**src/rtl/ripple_sum_capture.sv**
```systemverilog
// Sequencer around a 4-bit ripple-carry adder: launches operands, waits a settle
// time, captures {cout,sum}, checks it against a reference and accumulates it.
module ripple_sum_capture #(
    parameter int unsigned SETTLE_CYCLES = 2,
    parameter int unsigned ACC_WIDTH     = 8
) (
    input  logic                 clk,
    input  logic                 rst,
    input  logic                 in_valid,
    output logic                 in_ready,
    input  logic [3:0]           in_a,
    input  logic [3:0]           in_b,
    input  logic                 in_cin,
    output logic [3:0]           add_a,
    output logic [3:0]           add_b,
    output logic                 add_cin,
    input  logic [3:0]           add_sum,
    input  logic                 add_cout,
    output logic                 out_valid,
    input  logic                 out_ready,
    output logic [4:0]           out_sum,
    input  logic                 clear,
    output logic [ACC_WIDTH-1:0] acc,
    output logic                 acc_ovf,
    output logic                 mismatch
);

    typedef enum logic [1:0] {IDLE, SETTLE, HOLD} state_t;

    state_t               state_q, state_d;
    logic [3:0]           cnt_q, cnt_d;
    logic [3:0]           a_q, a_d, b_q, b_d;
    logic                 cin_q, cin_d;
    logic [4:0]           ref_q, ref_d;
    logic [4:0]           sum_q, sum_d;
    logic [ACC_WIDTH-1:0] acc_q, acc_d;
    logic                 ovf_q, ovf_d;
    logic                 mis_q, mis_d;

    logic                 capture;
    logic [4:0]           cap_val;
    logic                 cap_diff;
    logic [ACC_WIDTH:0]   acc_sum;

    assign capture  = (state_q == SETTLE) && (cnt_q == 4'd0);
    assign cap_val  = {add_cout, add_sum};
    assign cap_diff = (cap_val != ref_q);
    assign acc_sum  = {1'b0, acc_q} + (ACC_WIDTH + 1)'(cap_val);

    always_comb begin
        state_d = state_q;
        cnt_d   = cnt_q;
        a_d     = a_q;
        b_d     = b_q;
        cin_d   = cin_q;
        ref_d   = ref_q;
        sum_d   = sum_q;
        case (state_q)
            IDLE: begin
                if (in_valid) begin
                    a_d     = in_a;
                    b_d     = in_b;
                    cin_d   = in_cin;
                    ref_d   = {1'b0, in_a} + {1'b0, in_b} + {4'b0, in_cin};
                    cnt_d   = 4'(SETTLE_CYCLES - 1);
                    state_d = SETTLE;
                end
            end
            SETTLE: begin
                if (cnt_q == 4'd0) begin
                    sum_d   = cap_val;
                    state_d = HOLD;
                end else begin
                    cnt_d = cnt_q - 4'd1;
                end
            end
            HOLD: begin
                if (out_ready) state_d = IDLE;
            end
            default: state_d = IDLE;
        endcase
    end

    // A clear on a capture edge restarts the statistics from that capture alone.
    always_comb begin
        acc_d = acc_q;
        ovf_d = ovf_q;
        mis_d = mis_q;
        if (clear) begin
            acc_d = capture ? ACC_WIDTH'(cap_val) : '0;
            ovf_d = 1'b0;
            mis_d = capture && cap_diff;
        end else if (capture) begin
            acc_d = acc_sum[ACC_WIDTH-1:0];
            ovf_d = ovf_q | acc_sum[ACC_WIDTH];
            mis_d = mis_q | cap_diff;
        end
    end

    always_ff @(posedge clk or posedge rst) begin
        if (rst) begin
            state_q <= IDLE;
            cnt_q   <= '0;
            a_q     <= '0;
            b_q     <= '0;
            cin_q   <= 1'b0;
            ref_q   <= '0;
            sum_q   <= '0;
            acc_q   <= '0;
            ovf_q   <= 1'b0;
            mis_q   <= 1'b0;
        end else begin
            state_q <= state_d;
            cnt_q   <= cnt_d;
            a_q     <= a_d;
            b_q     <= b_d;
            cin_q   <= cin_d;
            ref_q   <= ref_d;
            sum_q   <= sum_d;
            acc_q   <= acc_d;
            ovf_q   <= ovf_d;
            mis_q   <= mis_d;
        end
    end

    assign in_ready  = (state_q == IDLE);
    assign out_valid = (state_q == HOLD);
    assign add_a     = a_q;
    assign add_b     = b_q;
    assign add_cin   = cin_q;
    assign out_sum   = sum_q;
    assign acc       = acc_q;
    assign acc_ovf   = ovf_q;
    assign mismatch  = mis_q;

endmodule

```
**config.mk**
```make
export PLATFORM = sky130hd
export DESIGN_NAME = ripple_sum_capture
export DESIGN_NICKNAME = d
export VERILOG_FILES = /design/src/rtl/ripple_sum_capture.sv
export SDC_FILE = /design/constraint.sdc
export NUM_CORES = 1
export LEC_CHECK = 0
export BUFFER_PORTS_ARGS = -buffer_cell sky130_fd_sc_hd__buf_2
export CORE_MARGIN = 8
export CORE_UTILIZATION = 38
export CTS_BUF_LIST = sky130_fd_sc_hd__clkbuf_2 sky130_fd_sc_hd__clkbuf_4 sky130_fd_sc_hd__clkbuf_8
export DETAILED_ROUTE_END_ITERATION = 12
export PLACE_DENSITY = 0.57
export SLEW_MARGIN = 30
export SYNTH_ARGS = -nofsm -noshare
export SYNTH_HDL_FRONTEND = slang
export SYNTH_SLANG_ARGS = --single-unit
export TNS_END_PERCENT = 5
```
**constraint.sdc**
```tcl
create_clock -name clk -period 2.6 [get_ports clk]
set_input_delay 0.78 -clock clk [delete_from_list [all_inputs] [get_ports clk]]
set_output_delay 0.78 -clock clk [all_outputs]
set_load 0.05 [all_outputs]
```
==> results by group, run 1 <==
STA
  – Clk_skew: 0.00598 ns
  – Setup TNS: 0 ns
  – Least-Margin Pin Slew: 0.660 ns
  – RSZ-0062 raised after global routing: false
  – Fin. Hold Viols: 0
  – Final Slew Violations: 0
  – Final setup viols: 0
  – F_max: 465 MHz
  – Post-layout min period: 2.15 ns
  – PnR worst setup slack: 0.448 ns
  – Worst slew margin: 55.9%
  – Fin crit share: 82.8%

Synthesis
  – Area leader, netlist: dfrtp_1
  – Synth Cell Area: 1910 µm²
  – Synth Instances: 202
  – Post-synth EDFFs: 0
  – Syn Nets: 234
  – Seq cells post-synth: 35
  – Post-synth top area share: 45.9%
  – Commonest cells post-synth: nand2_1 (47), dfrtp_1 (35), inv_1 (14)
  – Sequential cell area fraction in the yosys report: 45.9%
  – Ys async rst share: 100%
  – Area contributors post-synth: dfrtp_1 (46%), nand2_1 (9.2%), ha_1 (6.6%)
  – Synth Area per Inst: 9.45 µm²
  – Synth unique cells: 39
  – YS warnings: 0
  – Main flop type after synthesis: dfrtp_1
  – Most frequent cell after synthesis: nand2_1

Clocking
  – Root Driver: clkbuf_8
  – CTS sink cnt: 35
  – # resized after CTS: 0
  – Num CTS Buffers: 5
  – Clock Path Buffers: 2
  – Post-CTS Setup Bufs: 0
  – H-tree depth: 2
  – Clock latency on the worst-skew pair: 0.29 ns
  – Post-CTS Hold Buffers: 0
  – Worst-path clk slew: 0.07 ns
  – CTS tree: done

Critical path
  – WP data required: 2.77 ns
  – CP max stage delay: 0.38 ns
  – Critical path, cell by cell: buf_2, ha_1, inv_1, fa_1, nand2b_1, a21oi_1, o211a_1, mux2_1
  – Crit. End Element: flop
  – Critical path peak fanout: 3
  – R2R Setup Slk: 0.52 ns
  – Reg-to-reg endpoint: acc[6]
  – Critical path launch point type: input pin
  – CP max-delay cell: fa_1
  – Largest delay share family, worst path: adder cells
  – Worst r2r src: cnt_q[1]
  – Crit Path Class: input pin to flop
  – Reg2Reg Depth: 6
  – Critical path arrival: 2.32 ns
  – CP bufs+invs: 2

Hold path
  – Hold Crit Depth: 2
  – Hold Crit Start: out_sum[4]
  – Worst hold path type: flop to flop
  – Hold EP: out_sum[4]

Floorplan
  – Initial core utilization: 38.4%
  – Die H: 86.9 µm
  – Core area: 4980 µm²
  – Die Area: 7550 µm²
  – Num rows: 26
  – Die width: 86.9 µm
  – Boundary Pins: 45

Pwr
  – Sw Ratio: 50.6%
  – P_sw: 1.40 mW
  – PwrDens: 1210 nW/µm²
  – Final Total Pwr: 2.77 mW
  – Clock share of power: 14.3%
  – VDD IR-drop max: 495 µV
  – P_int: 1.37 mW
  – Logic gate share of total power: 53.2%
  – Flop pwr share: 32.5%
  – P_leak: 1.22 nW

Final layout
  – Multi-input gate area: 951 µm²
  – Ant. Diodes: 0
  – Layout fillers: 504
  – Storage element area: 876 µm²
  – Share of layout cells above drive strength 1: 23.2%
  – Fin nets: 281
  – Synth-to-Final Area Change: 20.0%

Drt
  – Post-route ant nets: 0
  – TritonRoute pass-1 iters: 4
  – WL final: 4140 µm
  – DR vias: 1517
  – Drt drc: 0
  – Via-per-instance ratio: 4.74
  – Starting DRT DRC Count: 39
  – Routed WL per cell: 12.9 µm

Job
  – Max-cap viol count: 0

Placement
  – I/O Buffers: 44
  – Dpl hpwl: 3200 µm
  – Pre-CTS worst setup slack: 0.143 ns
  – Placer Congestion: 0.790

GRT
  – GR Overflow Total: 0
  – GRT Util Overall: 11.5%
  – Number of global-route vias before repair: 1511
  – Largest net degree at the start of global routing: 36
  – Initial antenna violation count: 0
  – Wire length of the first global-routing pass: 6840 µm

Outcome
  – Status: complete, no violations
[worst min-delay path, delay by kind of cell (launching register included)]
kind             cells  cell delay, ns
AND/OR/NAND/NOR      2            0.10
flip-flops           1            0.34
[per-layer routing]
metal  global-route usage [%]  wire [µm]  vias up
li1                         -          -      777
met1                     14.7       2010      700
met2                     17.7       1840       34
met3                     3.68        243        6
met4                     3.76         44        0
met5                        0          0        -
[area by class of cell]
class / count / area share (%)
repair buffers: 46 / 10.3
clock buffers: 6 / 3.33
flip-flops and latches: 35 / 38.2
well taps: 70 / 3.82
multi-input cells: 147 / 41.5
inverters: 14 / 2.29
clock inverters: 2 / 0.546
[how the worst max path moves through the flow]
stage | from | to | slack (ns) | cells past startpoint
after floorplan | add_sum[0] | acc[6] | 0.38 | 7
after global placement | add_sum[0] | acc[6] | 0.17 | 8
after detailed placement | add_sum[0] | acc[6] | 0.14 | 8
after CTS | add_sum[0] | acc[6] | 0.45 | 8
after global routing | add_sum[0] | acc[6] | 0.36 | 8
final | add_sum[0] | acc[6] | 0.45 | 8
[power by group through the flow]
stage	clock (mW)	sequential [mW]	combinational, mW
finish	0.397	0.902	1.47
detailed placement	0	0.910	1.50
floorplan	0	1.37	0.708
CTS	0.410	0.904	1.50
global placement	0	0.913	1.49
global route	0.432	0.934	1.62
[through the flow]
| stage | instances | utilization, % | instance area, µm² | hold slack [ns] |
|---|---|---|---|---|
| after floorplan | 202 | - | 1910 | 0.465 |
| after global routing | 320 | 46.0 | 2290 | 0.498 |
| after CTS | 320 | 46.0 | 2290 | 0.477 |
| after global placement | 312 | 44.2 | 2200 | 0.455 |
| after detailed placement | 312 | 44.2 | 2200 | 0.460 |
| final | 320 | 46.0 | 2290 | 0.469 |
[sequential cells by signal (all words and copies together) (netlist names)]
name	flops
state_q	2
mismatch	1
add_a	4
out_sum	5
add_cin	1
acc	8
ref_q	5
acc_ovf	1
add_b	4
cnt_q	4
[kinds of logic (layout without fill, tap and decap cells)]
| logic type | Yosys count | after routing | share of synthesized area (%) |
|---|---|---|---|
| buffers and inverters | 20 | 68 | 4.33 |
| AOI/OAI and AO/OA | 34 | 34 | 11.5 |
| adders and majority gates | 13 | 13 | 9.70 |
| xor gates and xnor gates | 10 | 10 | 4.59 |
| and+or+nand+nor | 85 | 85 | 21.0 |
| muxes | 5 | 5 | 3.01 |
| DFF | 35 | 35 | 45.9 |
[placed cells by master, fill, tap and decap left out, drive strengths merged, types with 2 or more instances in the layout]
master,Yosys,layout
o31ai,2,2
nor2b,6,6
a21oi,7,7
nand3,4,4
o311ai,2,2
buf,1,46
xnor2,4,4
o21a,2,2
dfrtp,35,35
a211oi,2,2
nor3b,2,2
a21o,2,2
o21ai,11,11
nor2,11,11
nand2b,2,2
mux2i,2,2
clkbuf,5,6
ha,10,10
inv,14,14
nand2,47,47
mux2,3,3
fa,3,3
xor2,6,6
nor3,8,8
(Power assumes the default switching activity.)
==> run 2, diff against run 1 <==
==> constraint.sdc (replaced) <==
create_clock -name clk -period 2.18 [get_ports clk]
set_input_delay 0.654 -clock clk [delete_from_list [all_inputs] [get_ports clk]]
set_output_delay 0.654 -clock clk [all_outputs]
set_load 0.05 [all_outputs]
==> results by group, run 2 (same netlist as run 1, synthesis figures left out) <==
Critical path
  – Critical path, cell by cell: inv_1, ha_1, or3b_1, nor3_2, o311ai_1, mux2_4
  – WP data required: 2.36 ns
  – Crit. End Element: flop
  – CP max-delay cell: or3b_1
  – CP bufs+invs: 1
  – Crit Path Class: flop to flop
  – Critical path launch point type: flop
  – CP max stage delay: 0.54 ns
  – Largest delay share family, worst path: simple AND/OR/NAND/NOR gates
  – Critical path arrival: 2.19 ns
  – Critical path peak fanout: 7

STA
  – Fin. Hold Viols: 0
  – Fin crit share: 92.0%
  – Final Slew Violations: 0
  – F_max: 498 MHz
  – Worst slew margin: 68.8%
  – Final setup viols: 0
  – Clk_skew: 0.00682 ns
  – Hold WS: 0.456 ns
  – Least-Margin Pin Slew: 0.467 ns
  – Setup TNS: 0 ns
  – PnR worst setup slack: 0.173 ns
  – RSZ-0062 raised after global routing: false
  – Post-layout min period: 2.01 ns

Drt
  – Via-per-instance ratio: 4.78
  – Post-route ant nets: 0
  – TritonRoute pass-1 iters: 4
  – WL final: 4280 µm
  – Routed WL per cell: 13.0 µm
  – Starting DRT DRC Count: 47
  – Drt drc: 0
  – DR vias: 1567

Floorplan
  – Initial core utilization: 38.4%
  – Die H: 86.9 µm
  – Die width: 86.9 µm
  – Boundary Pins: 45
  – Core area: 4980 µm²
  – Die Area: 7550 µm²
  – Num rows: 26

Final layout
  – Share of layout cells above drive strength 1: 25.6%
  – Commonest non-fill, non-tap cell in the layout: nand2_1
  – Finished layout cell area: 2380 µm²
  – Fin nets: 289
  – Ant. Diodes: 0
  – Max reg flops: 8
  – Synth-to-Final Area Change: 24.6%
  – Most frequent cells in the layout: nand2_1 (47), buf_2 (44), dfrtp_1 (35), inv_1 (14)

Job
  – Max-cap viol count: 0

Clocking
  – Post-CTS Setup Bufs: 0
  – # resized after CTS: 0
  – Clock Path Buffers: 2
  – Clock latency on the worst-skew pair: 0.29 ns
  – Root Driver: clkbuf_8
  – CTS sink cnt: 35
  – CTS tree: done
  – Worst-path clk slew: 0.07 ns
  – Post-CTS Hold Buffers: 0
  – Num CTS Buffers: 5
  – H-tree depth: 2

Placement
  – Pre-CTS worst setup slack: -0.120 ns
  – Placer Congestion: 0.815
  – Post-DP Area: 2260 µm²
  – Dpl hpwl: 3200 µm
  – I/O Buffers: 44

GRT
  – Largest net degree at the start of global routing: 36
  – Wire length of the first global-routing pass: 7380 µm
  – Number of global-route vias before repair: 1581
  – GRT Util Overall: 12.3%
  – GR Overflow Total: 0
  – Initial antenna violation count: 0

Outcome
  – Status: complete, no violations

Pwr
  – P_leak: 1.27 nW
  – PwrDens: 1460 nW/µm²
  – VDD IR-drop max: 685 µV

Hold path
  – Worst hold path type: input pin to asynchronous set/reset pin
run 2: cell types whose count changed in the layout (fill, tap and decap cells not counted):
| cell | change |
|---|---|
| bufinv_16 | +1 |
| clkbuf_4 | -1 |
| buf_4 | +8 |
| clkbuf_8 | +1 |
| clkinvlp_4 | -1 |
run 2: path summary, 6_finish.rpt:
check                            from          to  slack, ns  cells past startpoint
setup / recovery             cnt_q[0]      acc[7]       0.17                      6
hold / removal                    rst    add_a[2]       0.46                      3
setup reg to reg             cnt_q[0]      acc[7]       0.17                      6
hold reg to reg            out_sum[4]  out_sum[4]       0.47                      2
max in group asynchronous         rst    add_b[0]       1.40                      3
min in group clk           out_sum[4]  out_sum[4]       0.47                      2
run 2: layout make-up:
class | count | area (µm²)
Clock buffer | 6 | 82.6
Clock inverter | 2 | 35.0
Fill cell | 506 | 2600
Inverter | 14 | 52.6
Multi-Input combinational cell | 147 | 951
Sequential cell | 35 | 876
Tap cell | 70 | 87.6
Timing Repair Buffer | 54 | 295
run 2: where the power goes:
part,switching (mW),internal [mW],leakage (nW)
logic,1.27,0.521,0.765
registers,0.172,0.907,0.445
clock network,0.240,0.370,0.0612
run 2: per-layer routing:
metal	vias up	GRT usage [%]	wire [µm]
met1	735	15.9	2060
met2	37	18.1	1840
met4	0	4.69	65
met3	6	4.43	310
li1	789	-	-
met5	-	0	0
run 2: tightest hold or removal path, delay by kind of cell:
family,cells,cell delay [ns]
buffers and inverters,3,0.52
run 2: metrics by stage:
step                utilization [%]  power [mW]  instances
global placement               45.5        2.89        320
global route                   47.8        3.75        328
floorplan                         -        2.47        202
finish                         47.8        3.48        328
CTS                            47.8        3.53        328
detailed placement             45.5        2.90        320
